==> src/rtl/control_pkg.sv <==
// Shared types and encodings for the multi-cycle MIPS-subset controller.
package control_pkg;

    typedef enum logic [2:0] {
        StIdle,
        StFetch,
        StDecode,
        StExec,
        StMem,
        StWb
    } state_e;

    // Instruction class; lets the FSM branch without re-decoding raw opcode bits.
    typedef enum logic [2:0] {
        ClsR,
        ClsIAlu,
        ClsLw,
        ClsSw,
        ClsBeq,
        ClsJ,
        ClsBad
    } op_cls_e;

    localparam logic [5:0] OP_RTYPE = 6'b000000;
    localparam logic [5:0] OP_ADDI  = 6'b001000;
    localparam logic [5:0] OP_ANDI  = 6'b001100;
    localparam logic [5:0] OP_ORI   = 6'b001101;
    localparam logic [5:0] OP_SLTI  = 6'b001010;
    localparam logic [5:0] OP_LW    = 6'b100011;
    localparam logic [5:0] OP_SW    = 6'b101011;
    localparam logic [5:0] OP_BEQ   = 6'b000100;
    localparam logic [5:0] OP_J     = 6'b000010;

    localparam logic [5:0] FN_ADD = 6'b100000;
    localparam logic [5:0] FN_SUB = 6'b100010;
    localparam logic [5:0] FN_AND = 6'b100100;
    localparam logic [5:0] FN_OR  = 6'b100101;
    localparam logic [5:0] FN_SLT = 6'b101010;

    localparam logic [2:0] ALUC_AND = 3'b000;
    localparam logic [2:0] ALUC_OR  = 3'b001;
    localparam logic [2:0] ALUC_ADD = 3'b010;
    localparam logic [2:0] ALUC_SUB = 3'b110;
    localparam logic [2:0] ALUC_SLT = 3'b111;

    localparam logic [1:0] PCSRC_SEQ    = 2'b00;
    localparam logic [1:0] PCSRC_BRANCH = 2'b01;
    localparam logic [1:0] PCSRC_JUMP   = 2'b10;

endpackage

==> src/rtl/alu_decoder.sv <==
// Combinational (opcode, funct) -> ALU control, instruction class and legality.
module alu_decoder
    import control_pkg::*;
#(
    parameter int unsigned OPCODE_W = 6,
    parameter int unsigned FUNCT_W  = 6,
    parameter int unsigned ALUC_W   = 3
) (
    input  logic [OPCODE_W-1:0] opcode,
    input  logic [FUNCT_W-1:0]  funct,
    output logic [ALUC_W-1:0]   aluc,
    output logic                legal,
    output op_cls_e             op_cls
);

    always_comb begin
        aluc   = ALUC_W'(ALUC_ADD);
        op_cls = ClsBad;
        case (opcode)
            OPCODE_W'(OP_RTYPE): begin
                op_cls = ClsR;
                case (funct)
                    FUNCT_W'(FN_ADD): aluc = ALUC_W'(ALUC_ADD);
                    FUNCT_W'(FN_SUB): aluc = ALUC_W'(ALUC_SUB);
                    FUNCT_W'(FN_AND): aluc = ALUC_W'(ALUC_AND);
                    FUNCT_W'(FN_OR):  aluc = ALUC_W'(ALUC_OR);
                    FUNCT_W'(FN_SLT): aluc = ALUC_W'(ALUC_SLT);
                    default:          op_cls = ClsBad;
                endcase
            end
            OPCODE_W'(OP_ADDI): begin op_cls = ClsIAlu; aluc = ALUC_W'(ALUC_ADD); end
            OPCODE_W'(OP_ANDI): begin op_cls = ClsIAlu; aluc = ALUC_W'(ALUC_AND); end
            OPCODE_W'(OP_ORI):  begin op_cls = ClsIAlu; aluc = ALUC_W'(ALUC_OR);  end
            OPCODE_W'(OP_SLTI): begin op_cls = ClsIAlu; aluc = ALUC_W'(ALUC_SLT); end
            OPCODE_W'(OP_LW):   begin op_cls = ClsLw;   aluc = ALUC_W'(ALUC_ADD); end
            OPCODE_W'(OP_SW):   begin op_cls = ClsSw;   aluc = ALUC_W'(ALUC_ADD); end
            OPCODE_W'(OP_BEQ):  begin op_cls = ClsBeq;  aluc = ALUC_W'(ALUC_SUB); end
            OPCODE_W'(OP_J):    begin op_cls = ClsJ;    aluc = ALUC_W'(ALUC_ADD); end
            default:            op_cls = ClsBad;
        endcase
        legal = (op_cls != ClsBad);
    end

endmodule

==> src/rtl/multicycle_control_unit.sv <==
// Multi-cycle FETCH/DECODE/EXEC/MEM/WB controller with memory-ready timeout
// and a retired-instruction counter.
module multicycle_control_unit
    import control_pkg::*;
#(
    parameter int unsigned OPCODE_W    = 6,
    parameter int unsigned FUNCT_W     = 6,
    parameter int unsigned ALUC_W      = 3,
    parameter int unsigned MEM_TIMEOUT = 8,
    parameter int unsigned CNT_W       = 16
) (
    input  logic                clk,
    input  logic                rst,
    input  logic [OPCODE_W-1:0] OpCode,
    input  logic [FUNCT_W-1:0]  Funct,
    input  logic                Zero,
    input  logic                MemReady,
    output logic                IR_En,
    output logic                PC_En,
    output logic                PC_Cond,
    output logic [1:0]          PcSrc,
    output logic                BR_En,
    output logic                Mux1,
    output logic                Mux2,
    output logic                Mux3,
    output logic [ALUC_W-1:0]   AluC,
    output logic                EnW,
    output logic                EnR,
    output logic                Illegal,
    output logic                MemErr,
    output logic [CNT_W-1:0]    InstrCount
);

    localparam int unsigned WAIT_W = $clog2(MEM_TIMEOUT + 1);

    state_e              state_q, state_d;
    logic [OPCODE_W-1:0] op_q;
    logic [FUNCT_W-1:0]  fn_q;
    logic [WAIT_W-1:0]   wait_q, wait_d;
    logic [CNT_W-1:0]    cnt_q;
    logic                retire;
    logic                mem_done;
    logic                mem_timeout;

    logic [OPCODE_W-1:0] dec_op;
    logic [FUNCT_W-1:0]  dec_fn;
    logic [ALUC_W-1:0]   dec_aluc;
    logic                dec_legal;
    op_cls_e             dec_cls;

    // The branch decision is made by the datapath from PC_Cond and Zero.
    logic unused_zero;
    assign unused_zero = Zero;

    // DECODE judges the live IR fields; later states use the latched copy.
    assign dec_op = (state_q == StDecode) ? OpCode : op_q;
    assign dec_fn = (state_q == StDecode) ? Funct  : fn_q;

    alu_decoder #(
        .OPCODE_W (OPCODE_W),
        .FUNCT_W  (FUNCT_W),
        .ALUC_W   (ALUC_W)
    ) u_alu_decoder (
        .opcode (dec_op),
        .funct  (dec_fn),
        .aluc   (dec_aluc),
        .legal  (dec_legal),
        .op_cls (dec_cls)
    );

    assign mem_done    = (state_q == StMem) && MemReady;
    assign mem_timeout = (state_q == StMem) && !MemReady &&
                         (wait_q == WAIT_W'(MEM_TIMEOUT - 1));
    assign InstrCount  = cnt_q;

    always_ff @(posedge clk) begin
        if (rst) begin
            state_q <= StIdle;
            op_q    <= '0;
            fn_q    <= '0;
            wait_q  <= '0;
            cnt_q   <= '0;
        end else begin
            state_q <= state_d;
            wait_q  <= wait_d;
            if (state_q == StDecode) begin
                op_q <= OpCode;
                fn_q <= Funct;
            end
            if (retire) begin
                cnt_q <= cnt_q + CNT_W'(1);
            end
        end
    end

    always_comb begin
        state_d = state_q;
        wait_d  = wait_q;
        retire  = 1'b0;
        unique case (state_q)
            StIdle:   state_d = StFetch;
            StFetch:  state_d = StDecode;
            StDecode: state_d = dec_legal ? StExec : StFetch;
            StExec: begin
                wait_d = '0;
                case (dec_cls)
                    ClsBeq, ClsJ: begin
                        state_d = StFetch;
                        retire  = 1'b1;
                    end
                    ClsLw, ClsSw: state_d = StMem;
                    default:      state_d = StWb;
                endcase
            end
            StMem: begin
                if (mem_done) begin
                    if (dec_cls == ClsSw) begin
                        state_d = StFetch;
                        retire  = 1'b1;
                    end else begin
                        state_d = StWb;
                    end
                end else if (mem_timeout) begin
                    state_d = StFetch;
                end else begin
                    wait_d = wait_q + WAIT_W'(1);
                end
            end
            StWb: begin
                state_d = StFetch;
                retire  = 1'b1;
            end
            default: state_d = StIdle;
        endcase
    end

    always_comb begin
        IR_En   = 1'b0;
        PC_En   = 1'b0;
        PC_Cond = 1'b0;
        PcSrc   = PCSRC_SEQ;
        BR_En   = 1'b0;
        Mux1    = 1'b0;
        Mux2    = 1'b0;
        Mux3    = 1'b0;
        AluC    = '0;
        EnW     = 1'b0;
        EnR     = 1'b0;
        Illegal = 1'b0;
        MemErr  = 1'b0;
        unique case (state_q)
            StFetch: begin
                IR_En = 1'b1;
                PC_En = 1'b1;
                PcSrc = PCSRC_SEQ;
                AluC  = ALUC_W'(ALUC_ADD);
            end
            StDecode: Illegal = !dec_legal;
            StExec: begin
                AluC = dec_aluc;
                case (dec_cls)
                    ClsIAlu, ClsLw, ClsSw: Mux2 = 1'b1;
                    ClsBeq: begin
                        PC_Cond = 1'b1;
                        PcSrc   = PCSRC_BRANCH;
                    end
                    ClsJ: begin
                        PC_En = 1'b1;
                        PcSrc = PCSRC_JUMP;
                    end
                    default: Mux2 = 1'b0;
                endcase
            end
            StMem: begin
                EnR    = (dec_cls == ClsLw);
                EnW    = (dec_cls == ClsSw);
                Mux2   = 1'b1;
                AluC   = ALUC_W'(ALUC_ADD);
                MemErr = mem_timeout;
            end
            StWb: begin
                BR_En = 1'b1;
                Mux1  = (dec_cls == ClsR);
                Mux3  = (dec_cls == ClsLw);
            end
            default: ;
        endcase
    end

endmodule

==> config.mk <==
export PLATFORM = sky130hd
export DESIGN_NAME = multicycle_control_unit
export DESIGN_NICKNAME = d
export VERILOG_FILES = /design/src/rtl/control_pkg.sv /design/src/rtl/alu_decoder.sv /design/src/rtl/multicycle_control_unit.sv
export SDC_FILE = /design/constraint.sdc
export NUM_CORES = 1
export LEC_CHECK = 0
export ABC_AREA = 1
export CAP_MARGIN = 15
export CELL_PAD_IN_SITES_DETAIL_PLACEMENT = 1
export CELL_PAD_IN_SITES_GLOBAL_PLACEMENT = 1
export CORE_MARGIN = 2
export CORE_UTILIZATION = 38
export CTS_CLUSTER_SIZE = 16
export DETAILED_ROUTE_END_ITERATION = 7
export GPL_TIMING_DRIVEN = 0
export PLACE_DENSITY_LB_ADDON = 0.1
export RECOVER_POWER = 50
export SYNTH_ARGS = -nofsm -noshare
export SYNTH_HDL_FRONTEND = slang
export SYNTH_SLANG_ARGS = --single-unit
==> constraint.sdc <==
create_clock -name clk -period 5.6 [get_ports clk]
set_input_delay 0.56 -clock clk [delete_from_list [all_inputs] [get_ports clk]]
set_output_delay 0.56 -clock clk [all_outputs]
set_load 0.02 [all_outputs]
Word-level counts from Yosys, hierarchy flattened
Index checks and enable logic that the tools add are counted.
{"block": "word_totals", "register_bits": 35, "input_bits": 16, "output_inout_bits": 32, "word_cells": 88}
{"block": "op_classes", "add_sub_neg": 2, "eq_ne": 28, "n_mux": 36, "n_reduce_logical": 17}
{"cell": "6-bit equality test (second input constant)", "count": 7}
{"cell": "3-bit case mux with 5 select lines", "count": 2}
{"cell": "6-bit by 4-bit equality test with 1-bit output (second input constant)", "count": 4}
{"cell": "3-bit case mux with 6 select lines", "count": 1}
{"cell": "16-bit by 1-bit adder with 16-bit output (second input constant)", "count": 1}
{"cell": "1-bit two-way mux", "count": 15}
{"cell": "3-bit by 2-bit equality test with 1-bit output (second input constant)", "count": 4}
{"cell": "3-bit equality test (second input constant)", "count": 4}
{"cell": "3-bit two-way mux", "count": 4}
{"cell": "6-bit two-way mux", "count": 2}
{"cell": "3-bit case mux with 2 select lines", "count": 2}
{"cell": "3-bit case mux with 4 select lines", "count": 1}
{"cell": "4-bit two-way mux", "count": 2}
{"cell": "4-bit case mux with 2 select lines", "count": 1}
{"cell": "2-bit OR reduction", "count": 4}
{"cell": "3-bit by 1-bit equality test with 1-bit output (second input constant)", "count": 2}
{"cell": "6-bit by 2-bit equality test with 1-bit output (second input constant)", "count": 1}
{"cell": "6-bit by 3-bit equality test with 1-bit output (second input constant)", "count": 1}
{"cell": "3-bit zero test", "count": 2}
{"cell": "6-bit zero test", "count": 1}
{"cell": "3-bit inequality test (second input constant)", "count": 2}
{"cell": "5-bit OR reduction", "count": 1}
{"cell": "4-bit by 1-bit adder with 4-bit output (second input constant)", "count": 1}
{"cell": "4-bit by 3-bit equality test with 1-bit output (second input constant)", "count": 1}
{"cell": "other kinds (11)", "count": 17}

Longest topological paths before layout
Gate-level depths: netlist of the first run.
{"block": "logic_depth", "depth_word": 10, "depth_mapped": 15, "depth_no_buf": 14}

By module
A second synthesis of the first run with hierarchy kept.
{"block": "hier_totals", "hier_cells": 375, "hier_area_um2": 2374.8}
{"mod": "multicycle_control_unit", "n_inst": 1, "cells_each": 311, "area_each_um2": 2037.0, "seq_area_each_um2": 700.7}
{"mod": "alu_decoder", "n_inst": 1, "cells_each": 64, "area_each_um2": 337.8, "seq_area_each_um2": 0.0}

Worst setup path before layout of the first run
Ideal clock, no wire load.
{"block": "synth_path", "kind": "register to output", "from": "register state_q[1]", "to": "output port EnR", "arrival_time_ns": 1.922, "t_required_ns": 5.040, "path_slack_ns": 3.118, "path_stages_with_launch": 12, "n_path_buf": 1, "path_cell_list": "dfxtp_1 > buf_6 > inv_2 > nor2_4 > nand3_1 > nand2_1 > nor2_2 > nand2_2 > nor2_2 > inv_1 > nand2_1 > nor4_1"}
{"block": "synth_between", "elab_chain_cells": 8, "elab_cells_between_ends": 24, "cone_classes": "eq/ne: 16; mux: 5; reduce/logical: 3"}
{"item": "start, declared", "line": "multicycle_control_unit.sv:36", "text": "state_e state_q, state_d;"}
{"item": "start signal, assigned", "line": "multicycle_control_unit.sv:78", "text": "state_q <= StIdle;"}
{"item": "start signal, assigned", "line": "multicycle_control_unit.sv:84", "text": "state_q <= state_d;"}
{"item": "3-bit by 2-bit equality test with 1-bit output", "line": "multicycle_control_unit.sv:56, multicycle_control_unit.sv:57"}
{"item": "6-bit two-way mux"}
{"item": "6-bit equality test", "line": "alu_decoder.sv:22", "text": "case (funct)"}
{"item": "5-bit OR reduction (no source line)"}
{"item": "3-bit two-way mux", "line": "alu_decoder.sv:22"}
{"item": "3-bit case mux with 6 select lines", "line": "alu_decoder.sv:19", "text": "case (opcode)"}
{"item": "3-bit by 2-bit equality test with 1-bit output", "line": "multicycle_control_unit.sv:175", "text": "EnR = (dec_cls == ClsLw);"}
{"item": "1-bit two-way mux (*)", "line": "multicycle_control_unit.sv:151", "text": "unique case (state_q)"}
{"item": "end, declared", "line": "multicycle_control_unit.sv:28", "text": "output logic EnR,"}
Mark *: on every way between the ends. The rest lies on a longest branch, timed or not.

Final worst setup path of the first run
{"block": "layout_path", "from": "register state_q[2]", "to": "output port Mux1"}
{"block": "layout_between", "elab_chain_cells": 8, "elab_cells_between_ends": 24, "cone_classes": "eq/ne: 15; mux: 5; reduce/logical: 4"}
{"item": "3-bit by 2-bit equality test with 1-bit output", "line": "multicycle_control_unit.sv:56, multicycle_control_unit.sv:57"}
{"item": "6-bit two-way mux"}
{"item": "6-bit equality test", "line": "alu_decoder.sv:22"}
{"item": "5-bit OR reduction (no source line)"}
{"item": "3-bit two-way mux", "line": "alu_decoder.sv:22"}
{"item": "3-bit case mux with 6 select lines", "line": "alu_decoder.sv:19"}
{"item": "3-bit zero test", "line": "multicycle_control_unit.sv:183", "text": "Mux1 = (dec_cls == ClsR);"}
{"item": "1-bit two-way mux (*)", "line": "multicycle_control_unit.sv:151"}
{"item": "end, declared", "line": "multicycle_control_unit.sv:23", "text": "output logic Mux1,"}
Marks and branches as above.

==> impl_metrics.json, run 1 <==
{
  "post-route-period-util_pct": 62.4,
  "fin_nets": 408,
  "peakVddDrop_mv": 0.157,
  "finalCriticalPeriod_ps": 3500,
  "ys_async_sr_fraction_pct": 0,
  "muxShareOfSynthArea_pct": 0,
  "synth_nets": 355,
  "num_vias": 2352,
  "place_congestion": 0.869,
  "syn_to_final_growth_pct": 28.3,
  "synth_seq_area_share_pct": 31.0,
  "clk_path_buf_depth": 2,
  "num_antenna_cells": 0,
  "tightest_slew_ps": 698,
  "synth_edf_count": 0,
  "coreArea_um2": 5850,
  "power_density_nw_per_um2": 274,
  "hold_buffers": 0,
  "worst_clock_skew_ps": 5.51,
  "synthCells": 337,
  "num_rows": 28,
  "crit_chain": "inv_1 > nand3_2 > buf_6 > nand2_1 > nand2_1 > nor2_1 > nand3_1 > nand2_1 > nor2_2 > nand2_1 > nand2_1 > nor4_2 > clkdlybuf4s50_1",
  "endpoint_kind": "output pin",
  "slowest_delay_ps": 650,
  "clock_latency_ps": 290,
  "critPathSlowestCell": "clkdlybuf4s50_1",
  "antenna_found_initial": 0,
  "critPathBufInv": 3,
  "slew_violations": 0,
  "worstPathArrival_ps": 2940,
  "vias_per_cell": 5.06,
  "dpl.hpwl_um": 5050,
  "clock-sinks": 35,
  "cts_buffers": 5,
  "io_pins": 48,
  "synth_ff_type": "dfxtp_1",
  "cts_resized": 0,
  "hp-class": "flip-flop to flip-flop",
  "yosys_warnings": 0,
  "max-slew-margin-rel_pct": 53.4,
  "synthAdderAreaFrac_pct": 1.11,
  "startpoint_type": "flip-flop",
  "initial_utilization_pct": 38.7,
  "drtIter0Drc": 114,
  "synth-simple-area-share_pct": 43.9,
  "fmax_mhz": 286,
  "netlist_area_um2": 2260,
  "die_h_um": 81.2,
  "hold_viol_final": 0,
  "setup_viol": 0,
  "final_cell_mix": "nand2_1, nor2_1, inv_1",
  "critical-path-top-delay-family": "simple AND/OR/NAND/NOR gates",
  "grt_pass1_vias": 2374,
  "synth_compound_area_share_pct": 10.7,
  "io_buffers": 46,
  "cts_tree": "yes",
  "wl_per_cell_um": 14.0,
  "drc": 0,
  "ys_types": 37,
  "cp.required_ps": 5040,
  "grt_start_max_net_pins": 11,
  "fp.dieW_um": 81.2,
  "cts-root-buf": "clkbuf_8",
  "drtPass1Iterations": 4,
  "cp_common_cell": "nand2_1",
  "rsz0062_at_grt": "false",
  "post_cts_buffers": 0,
  "grt-ovfl-total": 0,
  "grt_use_total_pct": 22.3,
  "final_common_cell": "nand2_1",
  "fin_tns_setup_ps": 0,
  "wl_um": 6530,
  "path_max_fanout": 10,
  "p_leak_nw": 1.25,
  "synth_top_family_by_area": "simple AND/OR/NAND/NOR gates",
  "status": "finished, final reports clean",
  "timing.hold.ws_ps": 477,
  "ant_nets": 0,
  "clk_pin_slew_worst_paths_ps": 70,
  "synth-seq-cells": 35,
  "worstSetupPathType": "flip-flop to output pin",
  "grt_pass1_wl_um": 11300,
  "cts-htree-levels": 2,
  "maxCapViolCount": 0,
  "drive_above_1_share_pct": 13.3,
  "synthXorXnorAreaFrac_pct": 1.94,
  "dieArea_um2": 6590,
  "syn_avg_cell_area_um2": 6.71
}
## path summary, 6_finish.rpt
| check | slack, ps | from | cells past startpoint | endpoint |
|---|---|---|---|---|
| hold / removal | 480 | fn_q[5]$_SDFF_PP0_ | 2 | fn_q[5]$_SDFF_PP0_ |
| setup reg to reg | 3380 | state_q[2]$_SDFFE_PP0P_ | 15 | InstrCount[9]$_SDFFE_PP0P_ |
| setup / recovery | 2100 | state_q[2]$_SDFFE_PP0P_ | 13 | Mux1 |
| hold reg to reg | 480 | fn_q[5]$_SDFF_PP0_ | 2 | fn_q[5]$_SDFF_PP0_ |
## tightest hold or removal path: cells and delay by family (launching register included)
family | cells | cell delay [ps]
flops | 1 | 300
simple gates | 1 | 70
compound gates | 1 | 60
## synthesized netlist by cell type, types with 2 or more instances
cell type	number	area (um2)
nand3_2	3	30.0
nand3b_1	6	45.0
ha_1	2	25.0
buf_6	5	56.3
o21a_1	2	15.0
inv_1	40	150
xnor2_1	3	26.3
nand2_4	4	45.0
nand3_1	25	125
nor3_1	16	80.1
nor2_4	2	22.5
a21oi_2	4	35.0
nand4_1	6	37.5
nand2_1	65	244
nor2_2	6	37.5
xor2_1	2	17.5
clkbuf_1	2	7.51
nor2_1	49	184
o21ai_1	2	10.0
a31oi_1	2	12.5
dfxtp_1	35	701
o21ai_0	9	45.0
nand2_2	8	50.1
inv_2	5	18.8
nor3_2	3	30.0
a21oi_1	20	100
## power by group
part           leakage [nW]  internal, mW  switching (mW)  total (mW)
Clock                0.0470        0.0966          0.0936       0.190
Combinational         0.923         0.115           0.213       0.328
Sequential            0.284         0.267          0.0101       0.277
Total                  1.25         0.479           0.316       0.795
## per-layer routing
layer,routed length (um),share of wire [%],GRT usage [%],vias to the layer above
met5,0,0,0,-
met4,82,1.3,6.10,0
met2,2930,45,35.8,34
met1,3330,51,30.5,1117
li1,-,-,-,1195
met3,188,2.9,4.22,6
## registers in the layout (all words and copies together) (netlist names)
signal      cells
InstrCount     16
fn_q            6
op_q            6
wait_q          4
state_q         3
## kinds of logic after synthesis
logic type | after synthesis
AOI/OAI and AO/OA | 42
xor gates and xnor gates | 5
adders and majority gates | 2
buffers and inverters | 55
DFF | 35
and+or+nand+nor | 198
## cell type report
type | instances | area [um2]
Clock buffer | 6 | 82.6
Fill cell | 777 | 2950
Inverter | 46 | 173
Buffer | 9 | 83.8
Clock inverter | 1 | 5.00
Multi-Input combinational cell | 247 | 1300
Tap cell | 75 | 93.8
Sequential cell | 35 | 701
Timing Repair Buffer | 46 | 460
## per-stage QoR
stage	utilization [%]	power (mW)	std cells	cell area, um2	setup WS (ps)
after CTS	49.6	0.807	465	2900	2060
after global routing	49.6	0.857	465	2900	1800
after global placement	48.1	0.607	458	2820	2200
final	49.6	0.795	465	2900	2100
after detailed placement	48.1	0.612	458	2820	2170
after floorplan	-	0.525	337	2260	3120
Note: power is estimated with default switching activity, not from simulation.
==> inputs of run 2 (changes only) <==
--- a/config.mk
+++ b/config.mk
@@ -10,7 +10,7 @@
 export CELL_PAD_IN_SITES_DETAIL_PLACEMENT = 1
 export CELL_PAD_IN_SITES_GLOBAL_PLACEMENT = 1
 export CORE_MARGIN = 2
-export CORE_UTILIZATION = 38
+export CORE_UTILIZATION = 32
 export CTS_CLUSTER_SIZE = 16
 export DETAILED_ROUTE_END_ITERATION = 7
 export GPL_TIMING_DRIVEN = 0
==> constraint.sdc (replaced) <==
create_clock -name clk -period 2.8 [get_ports clk]
set_input_delay 0.28 -clock clk [delete_from_list [all_inputs] [get_ports clk]]
set_output_delay 0.28 -clock clk [all_outputs]
set_load 0.02 [all_outputs]
==> impl_metrics.json, run 2 (same netlist as run 1, synthesis figures left out) <==
{
  "ant_nets": 0,
  "worstPathArrival_ps": 2360,
  "vias_per_cell": 4.86,
  "startpoint_type": "flip-flop",
  "crit_chain": "inv_2 > nand3_2 > buf_6 > nand2_2 > nand2_2 > nor2_2 > nand3_2 > nand2_4 > nor2_1 > nand2_2 > nand2_2 > nor4_4 > buf_4",
  "p_seq_share_pct": 30.6,
  "maxCapViolCount": 0,
  "setup_viol": 0,
  "critPathSlowestCell": "dfxtp_2",
  "post-route-period-util_pct": 94.3,
  "max-slew-margin-rel_pct": 58.2,
  "grt_pass1_vias": 2299,
  "coreArea_um2": 6830,
  "layoutNonFillerInstCount": 491,
  "io_buffers": 46,
  "num_vias": 2387,
  "wl_per_cell_um": 14.1,
  "clock-sinks": 35,
  "cts-htree-levels": 2,
  "die_h_um": 88.1,
  "grt_use_total_pct": 18.3,
  "hp-class": "flip-flop to flip-flop",
  "critical-path-top-delay-family": "simple AND/OR/NAND/NOR gates",
  "wl_um": 6910,
  "dieArea_um2": 7760,
  "net-switching-power_uw": 727,
  "slowest_delay_ps": 350,
  "rsz0062_at_grt": "true",
  "final_common_cell": "nand2_1",
  "fin_nets": 412,
  "endpoint_kind": "output pin",
  "grt_pass1_wl_um": 11000,
  "cp.required_ps": 2520,
  "worst_clock_skew_ps": 8.46,
  "clk_pin_slew_worst_paths_ps": 80,
  "timing.hold.ws_ps": 484,
  "grt_start_max_net_pins": 12,
  "pwr-share-clk_pct": 27.6,
  "finalPower_mw": 1.82,
  "drc": 0,
  "clock_latency_ps": 300,
  "num_rows": 30,
  "use_met3_pct": 3.11,
  "use_met1_pct": 24.6,
  "status": "finished, final reports clean",
  "grt_use_met2_pct": 30.2,
  "power_density_nw_per_um2": 594,
  "tightest_slew_ps": 627,
  "path_max_fanout": 10,
  "critPathBufInv": 3,
  "initial_utilization_pct": 33.1,
  "worstSetupPathType": "flip-flop to output pin",
  "p_int_mw": 1.09,
  "syn_to_final_growth_pct": 35.5,
  "hold_viol_final": 0,
  "switching_share_pct": 40.0,
  "peakVddDrop_mv": 0.362,
  "final_cell_mix": "nand2_1, nor2_1, inv_1",
  "cts_tree": "yes",
  "drive_above_1_share_pct": 21.5,
  "p_leak_nw": 1.36,
  "cp_common_cell": "nand2_2",
  "dp_slack_ps": -159,
  "io_pins": 48,
  "clk_path_buf_depth": 2,
  "num_antenna_cells": 0,
  "cts-root-buf": "clkbuf_8",
  "largest_reg_flops": 16,
  "dp.cells": 479,
  "grt-ovfl-total": 0,
  "cts_buffers": 5,
  "place_congestion": 0.788,
  "drtPass1Iterations": 4,
  "slew_violations": 0,
  "fp.dieW_um": 88.1,
  "nFillCells": 899,
  "hold_buffers": 0,
  "finalCriticalPeriod_ps": 2640,
  "drtIter0Drc": 70,
  "antenna_found_initial": 0,
  "fmax_mhz": 379,
  "fin_ws_ps": 160,
  "dpl.hpwl_um": 5230,
  "top_usage_layer": "met2",
  "combPwrFrac_pct": 41.8
}
==> run 2: metal layers <==
layer	share of wire (%)	vias up	wire, um
met3	4.0	6	274
met5	0	-	0
met4	1.1	0	73
li1	-	1206	-
met1	48	1130	3310
met2	47	45	3260
==> run 2: path summary, 6_finish.rpt <==
check	from	endpoint	slack [ps]	depth (start not counted)
setup / recovery	state_q[2]$_SDFFE_PP0P_	Mux1	160	13
hold / removal	fn_q[5]$_SDFF_PP0_	fn_q[5]$_SDFF_PP0_	480	2
setup reg to reg	state_q[2]$_SDFFE_PP0P_	InstrCount[9]$_SDFFE_PP0P_	710	14
hold reg to reg	fn_q[5]$_SDFF_PP0_	fn_q[5]$_SDFF_PP0_	480	2
==> run 2: metrics by stage <==
step / area [um2] / utilization (%) / TNS [ps]
floorplan: 2260 / - / 0
global placement: 2840 / 41.6 / -299
detailed placement: 2840 / 41.6 / -371
CTS: 2960 / 43.3 / 0
global route: 3060 / 44.9 / -14.7
finish: 3060 / 44.9 / 0
==> run 2: final cells by class <==
type / count / area [um2] / share of cell area, %
Clock buffer: 6 / 82.6 / 2.69
Clock inverter: 2 / 35.0 / 1.14
Inverter: 46 / 175 / 5.72
Tap cell: 96 / 120 / 3.92
Timing Repair Buffer: 50 / 479 / 15.6
Multi-Input combinational cell: 247 / 1380 / 45.2
Sequential cell: 35 / 704 / 23.0
Buffer: 9 / 83.8 / 2.74
==> run 2: worst register-to-register path, stage by stage (launching register included) <==
cell and delay [ps]:
dfxtp_2 350, inv_2 130, nand3_2 100, buf_6 170
nand2_2 70, nand2_2 60, nor2_2 190, nand3_2 180
nand2_4 150, nand2_4 60, nand3_4 110, buf_8 140
nand2_1 90, nor3_2 130, nor3_2 50
==> run 2: power by group through the flow <==
stage | registers, mW | logic [mW] | clock network (mW)
2_1_floorplan | 0.565 | 0.486 | 0
3_3_place_gp | 0.564 | 0.652 | 0
3_5_place_dp | 0.567 | 0.661 | 0
4_1_cts | 0.555 | 0.667 | 0.515
5_1_grt | 0.561 | 0.843 | 0.530
6_report | 0.557 | 0.762 | 0.502
==> run 2: repair_timing <==
item	4_1_cts	5_1_grt
setup buffers	0	3
cloned	0	1
resized for setup	25	35
setup endpoints to repair	9	10
pin swaps	0	6
